## config.mk

```make
export PLATFORM = sky130hd
export DESIGN_NAME = temp_sample_ctrl
export DESIGN_NICKNAME = d
export VERILOG_FILES = /design/src/rtl/temp_sample_ctrl_pkg.sv /design/src/rtl/temp_sample_ctrl_c2f.sv /design/src/rtl/temp_sample_ctrl.sv
export SDC_FILE = /design/constraint.sdc
export NUM_CORES = 1
export LEC_CHECK = 0
export BUFFER_PORTS_ARGS = -buffer_cell sky130_fd_sc_hd__buf_2
export CAP_MARGIN = 40
export CELL_PAD_IN_SITES_DETAIL_PLACEMENT = 0
export CELL_PAD_IN_SITES_GLOBAL_PLACEMENT = 1
export CORE_ASPECT_RATIO = 0.6
export CORE_MARGIN = 1.5
export CORE_UTILIZATION = 50
export DETAILED_ROUTE_END_ITERATION = 10
export PLACE_DENSITY = 0.89
export SLEW_MARGIN = 20
export SYNTH_ARGS = -nofsm -noshare
export SYNTH_HDL_FRONTEND = slang
export SYNTH_SLANG_ARGS = --single-unit
```

## constraint.sdc

```tcl
create_clock -name clk_100MHz -period 11.06 [get_ports clk_100MHz]
set_input_delay 1.659 -clock clk_100MHz [delete_from_list [all_inputs] [get_ports clk_100MHz]]
set_output_delay 1.659 -clock clk_100MHz [all_outputs]
set_load 0.005 [all_outputs]
```

## src/rtl/temp_sample_ctrl_pkg.sv

```systemverilog
// temp_sample_ctrl_pkg: shared state encoding and constants for the temperature sampler
package temp_sample_ctrl_pkg;
  typedef enum logic [1:0] {IDLE, REQ, LATCH, FAIL} state_t;
  localparam logic [7:0] DISP_MAX = 8'd99;
  localparam logic [7:0] F_OFFSET = 8'd32;
  localparam int SAMPLE_PERIOD_DEF = 100_000_000;
  localparam int TIMEOUT_CYCLES_DEF = 1_000_000;
endpackage

```

## src/rtl/temp_sample_ctrl_c2f.sv

```systemverilog
// c2f_clamp: Celsius to Fahrenheit, (c*9)/5+32 at 12 bits, clamped to the display range
module c2f_clamp
  import temp_sample_ctrl_pkg::*;
(
  input  logic [7:0] c,
  output logic [7:0] f
);
  logic [11:0] w;
  assign w = ({4'd0, c} * 12'd9) / 12'd5 + {4'd0, F_OFFSET};
  assign f = (w > {4'd0, DISP_MAX}) ? DISP_MAX : w[7:0];
endmodule

```

## src/rtl/temp_sample_ctrl.sv

```systemverilog
// temp_sample_ctrl: periodic/forced sensor read sequencer with latched C/F display values
// Optional REQ timeout enabled by defining TEMP_SAMPLE_TIMEOUT_EN.
module temp_sample_ctrl
  import temp_sample_ctrl_pkg::*;
#(
  parameter int SAMPLE_PERIOD  = SAMPLE_PERIOD_DEF,
  parameter int TIMEOUT_CYCLES = TIMEOUT_CYCLES_DEF
) (
  input  logic       clk_100MHz,
  input  logic       rst_n,
  input  logic       sample_now,
  output logic       rd_req,
  input  logic       rd_ack,
  input  logic       rd_err,
  input  logic [7:0] rd_data,
  output logic [7:0] disp_c,
  output logic [7:0] disp_f,
  output logic       disp_valid,
  output logic       err_flag
);
  localparam int CW = $clog2(SAMPLE_PERIOD + 1);
  localparam logic [CW-1:0] LAST = CW'(SAMPLE_PERIOD - 1);
  state_t state, state_nx;
  logic [CW-1:0] cnt;
  logic [7:0] data, f_val;
  logic go, tmo;
  assign go = sample_now || (cnt == LAST);
  assign rd_req = (state == REQ);
`ifdef TEMP_SAMPLE_TIMEOUT_EN
  localparam int TW = $clog2(TIMEOUT_CYCLES + 1);
  localparam logic [TW-1:0] TLAST = TW'(TIMEOUT_CYCLES - 1);
  logic [TW-1:0] tcnt;
  assign tmo = (tcnt == TLAST);
  always_ff @(posedge clk_100MHz or negedge rst_n)
    if (!rst_n) tcnt <= '0;
    else tcnt <= (state == REQ) ? tcnt + 1'b1 : '0;
`else
  assign tmo = 1'b0;
`endif
  always_ff @(posedge clk_100MHz or negedge rst_n)
    if (!rst_n) state <= IDLE;
    else state <= state_nx;
  always_comb begin
    state_nx = state;
    case (state)
      IDLE:    state_nx = go ? REQ : IDLE;
      REQ:     state_nx = rd_err ? FAIL : rd_ack ? LATCH : tmo ? FAIL : REQ;
      default: state_nx = IDLE;
    endcase
  end
  c2f_clamp u_c2f (.c(data), .f(f_val));
  // rd_data is only valid with rd_ack, so it is captured then and displayed one edge later
  always_ff @(posedge clk_100MHz or negedge rst_n)
    if (!rst_n) begin
      cnt        <= '0;
      data       <= '0;
      disp_c     <= '0;
      disp_f     <= '0;
      disp_valid <= 1'b0;
      err_flag   <= 1'b0;
    end else begin
      if (state == IDLE) cnt <= go ? '0 : cnt + 1'b1;
      if (state == REQ && rd_ack) data <= rd_data;
      if (state == LATCH) begin
        disp_c     <= (data > DISP_MAX) ? DISP_MAX : data;
        disp_f     <= f_val;
        disp_valid <= 1'b1;
        err_flag   <= 1'b0;
      end
      if (state == FAIL) err_flag <= 1'b1;
    end
endmodule
```

==> metrics.csv <==
metric,value,unit
post-CTS setup buffer count,0,
Inst Count DP,619,
Avg WL per Cell,18.51,µm
Die X,122.5,µm
CTS Root Cell,clkbuf_16,
via/cell ratio,6.688,
vias in the first global route,3537,
die area,9146,µm²
critical path launch point,data[2],
row cnt,25,
Worst slew margin,46.01,%
RSZ-0062 raised after global routing,no,
fin cells,628,
asr flop ratio synth,100.0,%
PortBufs,31,
Crit Path Class,register to register,
Ys Warns,0,
syn nets,535,
worst-case clock buffer depth,2,
fmax,162.5,MHz
Post-Route WL,11.63,mm
Util after Layout,57.05,%
Final Slew Violations,0,
post-cts sizing count,0,
synth top area cells,"dfrtp_1 32%, nand2_1 4.6%, nor2_1 4.6%",
Startpoint Class,register,
CP arrival,6.33,ns
Hold WC Path Type,register to register,
status,completed,
GP Congestion,0.9907,
Remaining DRCs,0,
final setup fails,0,
die height,74.68,µm
fin crit period,6.154,ns
cts bufs inserted,5,
initial antenna violation count,0,
Ports,32,
via count,4200,
top post-synthesis cells by count,"55 x dfrtp_1, 53 x nand2_1, 53 x nor2_1",
crit path capture type,register,
Starting Density,53.05,%
TritonCTS clock tree,done,
sequential share of the synthesized area,32.14,%
Area Growth Syn to Fin,7.540,%
Detail Route Antenna Nets,0,
layout cells sized above 1,13.27,%
top-area cell type share of the netlist area,32.14,%
# Max-Cap Violations,0,
DRT iter0 DRCs,476,
post-synth top area cell,dfrtp_1,
required time of the critical path,11.24,ns
Core ar.,8070,µm²
Final Hold Fails,0,
Worst Tran Pin Value,0.8040,ns
GRT Overall Usage,26.26,%
main flop type after synthesis,dfrtp_1,
diode count,0,
first-pass GRT wire length,18.69,mm
top-count cell post-synth,dfrtp_1,
Yosys reg bits,55,
Clock Sinks,55,
Synth Instances,509,
Post-synth EDFFs,0,
gr ovfl total,0,
Crit Reg-Reg Startpoint,data[2],
final cycle utilization of the critical path,55.64,%
CP Max Fanout,16,
"Clk Latency, worst-skew pair",0.30,ns
largest net degree at the start of global routing,56,
Nets,545,
setup TNS,0,ns
HP Start,disp_c[6],
Clock Skew,0.007023,ns
mapped cell area,4282,µm²
hpwl dp,8.425,mm
post-cts hold buffer count,0,
drt pass-1 iters,5,
syn avg cell area,8.412,µm²
# H-tree levels,2,
Synth cell types,76,
clk slew on worst S/H paths,0.07,ns
## routing by layer
metal | vias up | wire, µm | track usage (%)
li1 | 1930 | - | -
met1 | 2044 | 5787 | 42.27
met2 | 214 | 4679 | 36.13
met3 | 12 | 1057 | 5.682
met4 | 0 | 101 | 4.005
met5 | - | 0 | 0
## worst max-delay path: stages (launching register included)
cell and delay (ns):
dfrtp_1 0.71, ha_1 0.37, fa_1 0.59, a211o_1 0.42
a211oi_2 0.27, a2111oi_2 0.10, a2111oi_2 0.64, mux2i_1 0.40
nor3_2 0.14, nor2_1 0.55, inv_2 0.25, o2111ai_1 0.24
and4_1 0.45, mux2i_1 0.14, a221oi_1 0.29, a21oi_1 0.10
o32a_1 0.37
## cell families (layout without fill, tap and decap cells)
| kind of cell | count (synthesis) | count (layout) | share of synthesized area [%] |
|---|---|---|---|
| and+or+nand+nor | 201 | 201 | 22.88 |
| AOI/OAI and AO/OA | 153 | 153 | 26.68 |
| DFF | 55 | 55 | 32.14 |
| buffers and inverters | 41 | 52 | 4.091 |
| xor gates and xnor gates | 29 | 29 | 5.932 |
| muxes | 17 | 17 | 4.296 |
| adders and majority gates | 13 | 13 | 3.974 |
## final timing paths
| check | cells after the start | slack (ns) | endpoint |
|---|---|---|---|
| max | 16 | 4.91 | disp_f[1] |
| min | 2 | 0.49 | disp_c[6] |
| max reg2reg | 16 | 4.91 | disp_f[1] |
| min reg2reg | 2 | 0.49 | disp_c[6] |
| max in group asynchronous | 2 | 9.11 | cnt[15] |
| min in group asynchronous | 2 | 1.48 | data[6] |
## metrics by stage
step / area, µm² / setup slack, ns / hold WS [ns]
floorplan: 4282 / 6.181 / 0.4590
global placement: 4453 / 5.235 / 0.4454
detailed placement: 4453 / 5.078 / 0.4688
CTS: 4597 / 5.040 / 0.4873
global route: 4604 / 4.461 / 0.5162
finish: 4604 / 4.906 / 0.4856
## cells in the final DEF (no fill, tap or decap), types with 9 or more instances in the layout
cell / instances
xor2_1: 17
o21ai_0: 31
ha_1: 12
buf_2: 31
dfrtp_1: 55
a21o_1: 9
nand3_1: 23
mux2_2: 10
xnor2_1: 12
nor3_1: 14
a21oi_1: 25
nand2_1: 53
nor2_1: 53
## cell type report
class                   instances  area [µm²]
repair buffers                 35       185.2
inverters                       9       33.78
clock inverters                 3       18.77
multi-input cells             413        2730
flip-flops and latches         55        1376
fillers                       723        3466
clock buffers                   5       125.1
well taps                     108       135.1
## sequential cells by signal, indices dropped and copies added, names as in the netlist
register / cells
state: 2
disp_valid: 1
err_flag: 1
data: 8
disp_f: 8
cnt: 27
disp_c: 8
Power is left out: the tool's default activity adds up to more than one toggle a clock period on the data nets, which glitch-free logic cannot reach.
